## src/rtl/conf_int_mul_pkg.sv

```systemverilog
// Shared types and helpers for the sequential accurate/approximate multiplier.
//   state_t    : FSM states of the multiplier top.
//   MODE_ACC   : mode value selecting the exact two-pass product.
//   MODE_APX   : mode value selecting the truncated one-pass product.
//   calc_bl()  : width of the unsigned low slice of operand b.
package conf_int_mul_pkg;

  typedef enum logic [2:0] {
    IDLE      = 3'd0,
    HI        = 3'd1,
    LO        = 3'd2,
    DONE_CALC = 3'd3,
    HOLD      = 3'd4
  } state_t;

  localparam logic MODE_ACC = 1'b0;
  localparam logic MODE_APX = 1'b1;

  // b is split into a signed high slice and an unsigned low slice of
  // floor(b_w/2) bits, so the high slice always carries the sign bit.
  function automatic int calc_bl(input int b_w);
    return b_w / 2;
  endfunction

endpackage

```

## src/rtl/sat_shift.sv

```systemverilog
// Combinational output stage: arithmetic right shift of the full-width
// product followed by saturation to the output width.
//   acc      : in,  FW-bit signed full product.
//   p_next   : out, OUT_W-bit signed shifted and saturated value.
//   sat_next : out, 1 when the shifted value did not fit in OUT_W bits.
module sat_shift #(
  parameter int FW        = 37,
  parameter int OUT_W     = 32,
  parameter int OUT_SHIFT = 8
) (
  input  logic [FW-1:0]    acc,
  output logic [OUT_W-1:0] p_next,
  output logic             sat_next
);

  logic signed [FW-1:0] shifted;

  // Arithmetic shift gives floor rounding for negative products.
  assign shifted = $signed(acc) >>> OUT_SHIFT;

  generate
    if (OUT_W < FW) begin : g_sat
      // The value fits in OUT_W bits only if every bit from the OUT_W sign
      // position upward is a copy of the sign bit.
      logic [FW-OUT_W:0] top_bits;
      logic              pos_ovf;
      logic              neg_ovf;

      always_comb begin
        top_bits = shifted[FW-1:OUT_W-1];
        pos_ovf  = !shifted[FW-1] && (top_bits != '0);
        neg_ovf  = shifted[FW-1] && (top_bits != '1);
        sat_next = pos_ovf || neg_ovf;
        if (pos_ovf) begin
          p_next = {1'b0, {(OUT_W-1){1'b1}}};
        end else if (neg_ovf) begin
          p_next = {1'b1, {(OUT_W-1){1'b0}}};
        end else begin
          p_next = shifted[OUT_W-1:0];
        end
      end
    end else begin : g_wide
      // Output is at least as wide as the product, so overflow is impossible.
      always_comb begin
        p_next   = OUT_W'(shifted);
        sat_next = 1'b0;
      end
    end
  endgenerate

endmodule

```

## src/rtl/conf_int_mul_seq_apx.sv

```systemverilog
// Handshaked signed multiplier with an exact two-pass mode and a truncated
// one-pass approximate mode. The product is shifted, saturated and counted.
//   clk, rstN            : clock and asynchronous active-low reset.
//   in_valid/in_ready    : operand handshake; a, b, mode taken on accept.
//   out_valid/out_ready  : result handshake; p and sat held until taken.
//   busy                 : high whenever the FSM is not idle.
//   acc_cnt, apx_cnt     : completed operations per mode, wrapping.
module conf_int_mul_seq_apx
  import conf_int_mul_pkg::*;
#(
  parameter int DATA_W    = 24,
  parameter int B_W       = 13,
  parameter int OUT_W     = 32,
  parameter int TRUNC     = 8,
  parameter int OUT_SHIFT = 8,
  parameter int CNT_W     = 16
) (
  input  logic              clk,
  input  logic              rstN,
  input  logic              in_valid,
  output logic              in_ready,
  input  logic [DATA_W-1:0] a,
  input  logic [B_W-1:0]    b,
  input  logic              mode,
  output logic              out_valid,
  input  logic              out_ready,
  output logic [OUT_W-1:0]  p,
  output logic              sat,
  output logic              busy,
  output logic [CNT_W-1:0]  acc_cnt,
  output logic [CNT_W-1:0]  apx_cnt
);

  localparam int FW = DATA_W + B_W;
  localparam int BL = calc_bl(B_W);
  localparam int HW = B_W - BL;

  localparam logic [DATA_W-1:0] TRUNC_MASK = {DATA_W{1'b1}} << TRUNC;

  state_t state;
  state_t state_next;

  logic [DATA_W-1:0] a_reg;
  logic [B_W-1:0]    b_reg;
  logic              mode_reg;
  logic [FW-1:0]     acc;
  logic [OUT_W-1:0]  p_reg;
  logic              sat_reg;
  logic              out_valid_reg;
  logic [CNT_W-1:0]  acc_cnt_reg;
  logic [CNT_W-1:0]  apx_cnt_reg;

  logic [FW-1:0]     a_ext;
  logic [FW-1:0]     b_hi_ext;
  logic [FW-1:0]     b_lo_ext;
  logic [FW-1:0]     hi_prod;
  logic [FW-1:0]     lo_prod;
  logic [OUT_W-1:0]  p_next;
  logic              sat_next;
  logic              accept;

  // Operands are widened to the full product width so a plain FW-bit
  // multiply is exact: a and the high slice of b are sign extended, the
  // low slice of b is zero extended.
  assign a_ext    = {{B_W{a_reg[DATA_W-1]}}, a_reg};
  assign b_hi_ext = {{(FW-HW){b_reg[B_W-1]}}, b_reg[B_W-1:BL]};
  assign b_lo_ext = {{(FW-BL){1'b0}}, b_reg[BL-1:0]};
  assign hi_prod  = a_ext * b_hi_ext;
  assign lo_prod  = a_ext * b_lo_ext;

  assign accept = (state == IDLE) && in_valid;

  sat_shift #(
    .FW        (FW),
    .OUT_W     (OUT_W),
    .OUT_SHIFT (OUT_SHIFT)
  ) u_sat_shift (
    .acc      (acc),
    .p_next   (p_next),
    .sat_next (sat_next)
  );

  // State register.
  always_ff @(posedge clk or negedge rstN) begin
    if (!rstN) begin
      state <= IDLE;
    end else begin
      state <= state_next;
    end
  end

  // Next-state logic and the state-derived handshake outputs.
  // Approximate operations skip the low-slice pass entirely.
  always_comb begin
    state_next = state;
    in_ready   = 1'b0;
    busy       = 1'b1;
    case (state)
      IDLE: begin
        in_ready = 1'b1;
        busy     = 1'b0;
        if (in_valid) begin
          state_next = HI;
        end
      end
      HI: begin
        state_next = (mode_reg == MODE_APX) ? DONE_CALC : LO;
      end
      LO: begin
        state_next = DONE_CALC;
      end
      DONE_CALC: begin
        state_next = HOLD;
      end
      HOLD: begin
        if (out_ready) begin
          state_next = IDLE;
        end
      end
      default: begin
        state_next = IDLE;
      end
    endcase
  end

  // Operand capture and partial-product accumulation. In approximate mode
  // the low TRUNC bits of a are dropped at capture time.
  always_ff @(posedge clk or negedge rstN) begin
    if (!rstN) begin
      a_reg    <= '0;
      b_reg    <= '0;
      mode_reg <= MODE_ACC;
      acc      <= '0;
    end else begin
      if (accept) begin
        a_reg    <= (mode == MODE_APX) ? (a & TRUNC_MASK) : a;
        b_reg    <= b;
        mode_reg <= mode;
      end
      if (state == HI) begin
        acc <= hi_prod << BL;
      end else if (state == LO) begin
        acc <= acc + lo_prod;
      end
    end
  end

  // Result register, valid flag and per-mode counters. The result is
  // loaded once in DONE_CALC and then held through HOLD.
  always_ff @(posedge clk or negedge rstN) begin
    if (!rstN) begin
      p_reg         <= '0;
      sat_reg       <= 1'b0;
      out_valid_reg <= 1'b0;
      acc_cnt_reg   <= '0;
      apx_cnt_reg   <= '0;
    end else begin
      if (state == DONE_CALC) begin
        p_reg         <= p_next;
        sat_reg       <= sat_next;
        out_valid_reg <= 1'b1;
        if (mode_reg == MODE_APX) begin
          apx_cnt_reg <= apx_cnt_reg + CNT_W'(1);
        end else begin
          acc_cnt_reg <= acc_cnt_reg + CNT_W'(1);
        end
      end else if ((state == HOLD) && out_ready) begin
        out_valid_reg <= 1'b0;
      end
    end
  end

  assign p         = p_reg;
  assign sat       = sat_reg;
  assign out_valid = out_valid_reg;
  assign acc_cnt   = acc_cnt_reg;
  assign apx_cnt   = apx_cnt_reg;

endmodule

```

## config.mk

```make
export PLATFORM = sky130hd
export DESIGN_NAME = conf_int_mul_seq_apx
export DESIGN_NICKNAME = d
export VERILOG_FILES = /design/src/rtl/conf_int_mul_pkg.sv /design/src/rtl/sat_shift.sv /design/src/rtl/conf_int_mul_seq_apx.sv
export SDC_FILE = /design/constraint.sdc
export NUM_CORES = 1
export LEC_CHECK = 0
export BUFFER_PORTS_ARGS = -buffer_cell sky130_fd_sc_hd__buf_2
export CORE_MARGIN = 2
export CORE_UTILIZATION = 35
export CTS_CLUSTER_DIAMETER = 100
export CTS_CLUSTER_SIZE = 20
export DETAILED_ROUTE_END_ITERATION = 10
export SLEW_MARGIN = 30
export SYNTH_ARGS = -nofsm -noshare
export SYNTH_HDL_FRONTEND = slang
export SYNTH_SLANG_ARGS = --single-unit
```

## constraint.sdc

```tcl
create_clock -name clk -period 9.38 [get_ports clk]
set_input_delay 0.938 -clock clk [delete_from_list [all_inputs] [get_ports clk]]
set_output_delay 0.938 -clock clk [all_outputs]
set_load 0.05 [all_outputs]
```

==> flow_summary.toml, run 1 <==
[worst_setup_path]
crit_required_ns = 9.80
cp_max_fo = 25
cp_slowest_cell = "dfrtp_1"
slowest_delay_ns = 0.63
critPathBufInv = 4
path_delay_family = "compound AO/OA/AOI/OAI gates"
r2r_end = "acc[36]"
arrival_ns = 8.38
critical_path_class = "reg -> reg"
r2r-start = "b_reg[1]"
r2r_slack_ns = 1.42
startpoint_type = "flip-flop"
end_kind = "flip-flop"
reg2reg_depth = 30

[timing]
slew-limit-headroom_pct = 32.8
post-route-period-util_pct = 84.9
setup_viol = 0
rsz0062_at_grt = "no"
post-route-min-period_ns = 7.96
fin_tns_setup_ns = 0
max_freq_mhz = 126
clock_skew_ns = 0.0139
worst_pin_slew_ns = 1.01
hold_violations = 0
report.final.slew_viol_count = 0

[clock_network]
cts_tree = "yes"
cts_buffers = 17
htree_levels = 4
clockBufferDepth = 2
clk_latency_ns = 0.48
hold_buffers = 0
post_cts_resize_count = 0
cts_setup_buffers = 0
clock_sinks = 140
clk_pin_slew_ns = 0.07
root_buffer = "clkbuf_16"

[finish]
syn2layout_area_growth_pct = 9.53
n_fill_cell = 5138
num-nets-final = 2442
n_antenna_cell = 0
final_layout_size_suffix_gt1_share_pct = 11.2
largest_reg_flops = 37

[detailed_routing]
drc = 0
vias_per_cell = 4.99
routedWlPerCell_um = 16.7
drt_first_pass_iters = 7
drt_wl_total_um = 45200
vias = 13500
drt_iter0_drc = 793
ant_nets = 0

[global_route]
grt_pass1_wl_um = 74200
grt_max_degree = 85
antenna_found_initial = 0
grt_use_total_pct = 17.5
grt_overflow = 0
grt_pass1_vias = 13900

[floorplanning]
dieWidth_um = 232
dieArea_mm2 = 0.0540
core_area_mm2 = 0.0514
start_util_pct = 35.5
die_h_um = 232
boundaryPins = 110
num_rows = 83

[synthesis]
synth_edf_count = 0
synth_cell_type_count = 65
ys.flop_type = "dfrtp_1"
synth_area_mm2 = 0.0182
synth-seq-cells = 140
syn_avg_cell_area_um2 = 9.31
async_reset_ff_share_pct = 100
netlist_instances = 1960
yosysWarnings = 0
yosysSeqAreaShare_pct = 19.2
syn_nets = 2392

[min_path]
hp-start = "acc_cnt[15]"
min_to = "acc_cnt[15]"
min_path_type = "reg -> reg"
hold_depth = 1

[place]
place.gp.congestion = 0.888
dp_hpwl_um = 35300
port_buffers = 108

[job]
maxCapViolCount = 0

[outcome]
outcome = "finished clean"
[synthesized netlist by cell type, types with 38 or more instances]
cell,number,share of area [%]
mux2_2,61,3.8
a21o_1,38,1.6
a21oi_1,86,2.4
and2_1,215,7.4
nand2b_1,42,1.4
inv_1,253,5.2
ha_1,166,11
clkbuf_1,79,1.6
xor2_1,46,2.2
dfrtp_1,140,19
nand2_1,166,3.4
o21ai_0,58,1.6
fa_1,224,25
nor2_1,72,1.5
xnor2_1,69,3.3
[area by class of cell]
| cell class | count | area, um2 | area share [%] |
|---|---|---|---|
| multi-input combinational | 1483 | 13500 | 67.4 |
| sequential | 140 | 3510 | 17.5 |
| inverter | 253 | 950 | 4.75 |
| tap | 680 | 851 | 4.26 |
| timing repair buffer | 115 | 599 | 3.00 |
| clock buffer | 17 | 425 | 2.13 |
| clock inverter | 15 | 184 | 0.921 |
[layer usage]
layer	part of all wire [%]	vias to the layer above	track usage, %
li1	-	6509	-
met2	46	262	27.9
met1	49	6697	24.8
met5	0	-	0
met4	1.1	0	3.51
met3	4.4	32	3.28
[how the worst max path moves through the flow]
stage                     cells after the start      from  endpoint
after floorplan                              31  b_reg[1]   acc[36]
after global placement                       30  b_reg[1]   acc[36]
after detailed placement                     30  b_reg[1]   acc[36]
after CTS                                    30  b_reg[1]   acc[36]
after global routing                         29  b_reg[3]   acc[36]
final                                        30  b_reg[1]   acc[36]
[cells by family (layout without fill, tap and decap cells)]
family | after synthesis | in the layout | share of synthesized area (%)
simple gates | 598 | 598 | 17.0
fa+ha+maj | 390 | 390 | 36.0
buf+inv | 337 | 400 | 7.02
compound gates | 317 | 317 | 11.4
flops | 140 | 140 | 19.2
xor+xnor | 115 | 115 | 5.52
mux | 62 | 62 | 3.82
other cells | 1 | 1 | 0.0206
[through the flow]
step | instance area, um2 | hold WS, ns | utilization (%) | worst slack (ns) | instances
after floorplan | 18200 | 0.456 | - | 2.16 | 1960
after global placement | 19400 | 0.461 | 37.7 | 1.56 | 2671
after detailed placement | 19400 | 0.478 | 37.7 | 1.47 | 2671
after CTS | 20000 | 0.487 | 38.9 | 1.45 | 2703
after global routing | 20000 | 0.508 | 38.9 | 1.01 | 2703
final | 20000 | 0.475 | 38.9 | 1.42 | 2703
[cell usage in the layout, fill, tap and decap left out, types with 9 or more instances in the layout]
| cell type | n |
|---|---|
| and3_1 | 11 |
| ha_1 | 166 |
| clkbuf_16 | 17 |
| and2_1 | 215 |
| a21o_1 | 38 |
| a31oi_1 | 12 |
| nand4_1 | 15 |
| nand2_1 | 164 |
| mux2_2 | 61 |
| a21oi_1 | 86 |
| a211oi_1 | 19 |
| nand2b_1 | 42 |
| nand3_1 | 31 |
| o211ai_1 | 9 |
| nor3_1 | 21 |
| xor2_1 | 46 |
| xnor2_1 | 69 |
| nor2_1 | 72 |
| o21ai_0 | 58 |
| o21a_1 | 19 |
| o21bai_1 | 10 |
| dfrtp_1 | 138 |
| fa_1 | 224 |
| inv_1 | 253 |
| buf_2 | 107 |
Power of run 1 is not shown: default switching activity piles up to over one toggle a cycle in this logic, so the estimate is an artifact.
==> run 2: changes to the inputs <==
Clock period 9.38 ns to 7.2 ns, I/O delays scaled along.
==> run 2 against run 1 <==
Core utilization increased by 2.6 points. Worst hold slack got worse by 0.22 ns. Critical path type unchanged. Routed wire length increased by 6.3%. Final cell count increased by 4.9%. Maximum frequency increased by 11%. Largest cell class unchanged.
==> flow_summary.toml, run 2 (synthesis gave the netlist of run 1 again) <==
[detailed_routing]
drt_iter0_drc = 668
drc = 0
drt_wl_total_um = 48000
drt_first_pass_iters = 5
vias = 14100
vias_per_cell = 4.97
routedWlPerCell_um = 16.9
ant_nets = 0

[global_route]
grt_pass1_wl_um = 77800
antenna_found_initial = 0
grt_pass1_vias = 14800
grt_overflow = 0
grt_max_degree = 78
grt_use_total_pct = 18.4

[worst_setup_path]
critical_path_class = "reg -> reg"
startpoint_type = "flip-flop"
slowest_delay_ns = 0.56
r2r_slack_ns = 0.03
r2r_end = "acc[36]"
end_kind = "flip-flop"
cp_max_fo = 14
arrival_ns = 7.58
cp_slowest_cell = "fa_1"
r2r-start = "b_reg[3]"
crit_required_ns = 7.61
cp_common_cell = "fa_1"
reg2reg_depth = 29

[floorplanning]
dieWidth_um = 232
num_rows = 83
die_h_um = 232
boundaryPins = 110
start_util_pct = 35.5
core_area_mm2 = 0.0514
dieArea_mm2 = 0.0540

[min_path]
min_path_type = "in -> async"

[clock_network]
cts_buffers = 17
htree_levels = 4
root_buffer = "clkbuf_16"
clockBufferDepth = 2
cts_tree = "yes"
clk_pin_slew_ns = 0.08
clk_latency_ns = 0.49
clock_sinks = 140
hold_buffers = 0

[outcome]
outcome = "finished clean"

[place]
place.gp.congestion = 0.858
dp_hpwl_um = 38600
port_buffers = 108

[finish]
num-nets-final = 2572
n_fill_cell = 5035
syn2layout_area_growth_pct = 16.9
final_layout_size_suffix_gt1_share_pct = 19.1
final_common_cell = "inv_1"
final_cell_mix = "inv_1 (251), fa_1 (223), and2_1 (210)"
area.sequential_mm2 = 0.00350
multi_input_area_mm2 = 0.0138
final_core_util_pct = 41.5
largest_reg_flops = 37

[timing]
worst_pin_slew_ns = 0.952
rsz0062_at_grt = "yes"
slew-limit-headroom_pct = 36.5
report.final.slew_viol_count = 0
hold_violations = 0
max_freq_mhz = 139
clock_skew_ns = 0.0204
post-route-min-period_ns = 7.17
post-route-period-util_pct = 99.6
setup_viol = 0

[job]
maxCapViolCount = 0
run 2: how the worst max path moves through the flow:
stage,from,to,slack (ns),cells past startpoint
global route,a_reg[5],acc[36],-0.26,30
floorplan,b_reg[1],acc[36],0.04,31
detailed placement,b_reg[1],acc[36],-0.27,30
finish,b_reg[3],acc[36],0.03,29
global placement,b_reg[1],acc[36],-0.20,30
CTS,b_reg[3],acc[36],-0.03,31
run 2: what timing repair did:
| item | in CTS | in global routing |
|---|---|---|
| buffers inserted | 2 | 9 |
| setup endpoints to repair | 6 | 16 |
| pin swaps | 20 | 48 |
| cloned | 0 | 0 |
| hold endpoints to repair | 0 | 0 |
| resized for setup | 17 | 62 |
run 2: area by class of cell:
type,count,share of cell area (%)
Multi-Input combinational cell,1483,64.7
Sequential cell,140,16.4
Timing Repair Buffer,245,7.54
Inverter,253,4.45
Tap cell,680,3.99
Clock buffer,18,2.06
Clock inverter,14,0.774
Antenna cell,2,0.0235
run 2: per-stage QoR:
stage | cell area (um2) | instances | hold WS [ns] | setup TNS (ns) | setup slack (ns)
2_1_floorplan | 18200 | 1960 | 0.424 | 0 | 0.0355
4_1_cts | 21000 | 2824 | 0.246 | -0.0330 | -0.0330
5_1_grt | 21300 | 2833 | 0.283 | -0.701 | -0.264
6_report | 21300 | 2835 | 0.259 | 0 | 0.0290
3_3_place_gp | 20300 | 2790 | 0.460 | -0.262 | -0.203
3_5_place_dp | 20300 | 2790 | 0.459 | -0.505 | -0.275
run 2: per-layer routing:
metal / up-vias / wire [um] / global-route usage (%) / part of all wire, %
met5: - / 0 / 0 / 0
met4: 0 / 645 / 4.55 / 1.3
met3: 41 / 2510 / 3.90 / 5.2
met2: 266 / 22200 / 29.5 / 46
met1: 7023 / 22600 / 25.2 / 47
li1: 6773 / - / - / -
run 2: worst max-delay path: cells and delay by family (launching register included):
| family | cells | cell delay (ns) |
|---|---|---|
| buf+inv | 4 | 0.37 |
| flops | 1 | 0.40 |
| compound gates | 11 | 2.64 |
| xor+xnor | 2 | 0.23 |
| fa+ha+maj | 6 | 2.51 |
| simple gates | 6 | 0.94 |
Power of run 2 is left out for the same reason.
==> run 3: changes to the inputs <==
Settings changed: CTS_BUF_LIST set to sky130_fd_sc_hd__clkbuf_8, TNS_END_PERCENT set to 100.
==> run 3 against run 2 <==
Via count about the same. Non-clock buffer count unchanged. Final cell count about the same. Core utilization decreased by 0.34 points. Count of clock-buffer cells in the layout unchanged. Critical path depth increased by 2. Worst hold slack got worse by 0.088 ns. Register-to-register slack improved by 0.03 ns. Sequential cell count unchanged. Die area unchanged. Sequential share of layout area increased by 0.14 points.
==> flow_summary.toml, run 3 (synthesis gave the netlist of run 1 again) <==
[timing]
rsz0062_at_grt = "yes"
setup_ws_ns = 0.0603
report.final.slew_viol_count = 0
worst_pin_slew_ns = 0.942
hold_violations = 0
post-route-period-util_pct = 99.2
clock_skew_ns = 0.0298
setup_viol = 0
post-route-min-period_ns = 7.14
slew-limit-headroom_pct = 37.2
max_freq_mhz = 140

[finish]
num-nets-final = 2572
multi_input_area_mm2 = 0.0138
final_cell_mix = "inv_1 (251), fa_1 (221), and2_1 (210)"
area.sequential_mm2 = 0.00350
largest_reg_flops = 37
fin_cells = 2837
n_fill_cell = 5053
syn2layout_area_growth_pct = 16.0
final_common_cell = "inv_1"
final_core_util_pct = 41.2
final_layout_size_suffix_gt1_share_pct = 19.2

[worst_setup_path]
cp_max_fo = 3
r2r-start = "b_reg[3]"
startpoint_type = "flip-flop"
cp_slowest_cell = "fa_1"
r2r_end = "acc[36]"
reg2reg_depth = 31
slowest_delay_ns = 0.52
arrival_ns = 7.63
critical_path_class = "reg -> reg"
end_kind = "flip-flop"
r2r_slack_ns = 0.06
crit_required_ns = 7.69

[place]
dp_slack_ns = -0.275
dp.cells = 2790
dp_hpwl_um = 38600
place.gp.congestion = 0.858
port_buffers = 108

[clock_network]
clk_latency_ns = 0.57
clk_pin_slew_ns = 0.12
root_buffer = "clkbuf_8"
clockBufferDepth = 2
htree_levels = 4
cts_buffers = 17
clock_sinks = 140
cts_tree = "yes"

[floorplanning]
dieArea_mm2 = 0.0540
num_rows = 83
dieWidth_um = 232
start_util_pct = 35.5
die_h_um = 232
boundaryPins = 110
core_area_mm2 = 0.0514

[global_route]
grt_overflow = 0
grt_pass1_vias = 14800
grt_pass1_wl_um = 77800
grt_use_total_pct = 18.4
antenna_found_initial = 1
grt_max_degree = 78

[outcome]
outcome = "finished clean"

[detailed_routing]
drc = 0
drt_wl_total_um = 48100
routedWlPerCell_um = 17.0
drt_first_pass_iters = 5
drt_iter0_drc = 692
ant_nets = 0
vias_per_cell = 4.97
vias = 14100

[job]
maxCapViolCount = 0

[min_path]
min_path_type = "in -> async"
run 3: changes by cell type in the layout (fill, tap and decap cells not counted), sizes merged:
cell,change
diode,+2
run 3: worst max path at each step:
stage / from / to / slack (ns)
finish: b_reg[3] / acc[36] / 0.06
global route: b_reg[1] / acc[36] / -0.25
CTS: b_reg[1] / acc[36] / -0.02
detailed placement: b_reg[1] / acc[36] / -0.27
global placement: b_reg[1] / acc[36] / -0.20
floorplan: b_reg[1] / acc[36] / 0.04
run 3: through the flow:
step / setup TNS, ns / hold WS, ns / instance area [um2]
2_1_floorplan: 0 / 0.424 / 18200
3_3_place_gp: -0.262 / 0.460 / 20300
3_5_place_dp: -0.505 / 0.459 / 20300
4_1_cts: -0.0232 / 0.124 / 20700
5_1_grt: -0.686 / 0.174 / 21100
6_report: 0 / 0.172 / 21200
run 3: layer usage:
| layer | global-route usage [%] | part of all wire [%] | vias to the layer above |
|---|---|---|---|
| met5 | 0 | 0 | - |
| met1 | 25.5 | 48 | 7060 |
| met4 | 4.73 | 1.4 | 0 |
| li1 | - | - | 6771 |
| met2 | 29.4 | 46 | 241 |
| met3 | 3.59 | 4.2 | 40 |
run 3: repair_timing:
action,CTS,global route
setup endpoints to repair,6,15
pin swaps,15,51
hold buffers,0,0
setup buffers,2,9
hold endpoints to repair,0,0
gates resized for setup,12,69
run 3: layout make-up:
class | instances | share of cell area, %
diodes | 4 | 0.0473
clock buffers | 18 | 1.17
clock inverters | 14 | 0.781
inverters | 253 | 4.49
multi-input cells | 1483 | 65.3
flip-flops and latches | 140 | 16.6
well taps | 680 | 4.02
repair buffers | 245 | 7.62
run 3: worst max-delay path, delay by kind of cell, from the launching register on:
family	cells	cell delay, ns
adders and majority gates	6	2.46
xor gates and xnor gates	2	0.23
and+or+nand+nor	5	0.79
AOI/OAI and AO/OA	13	2.85
DFF	1	0.40
buffers and inverters	5	0.35
Power of run 3 is left out for the same reason.
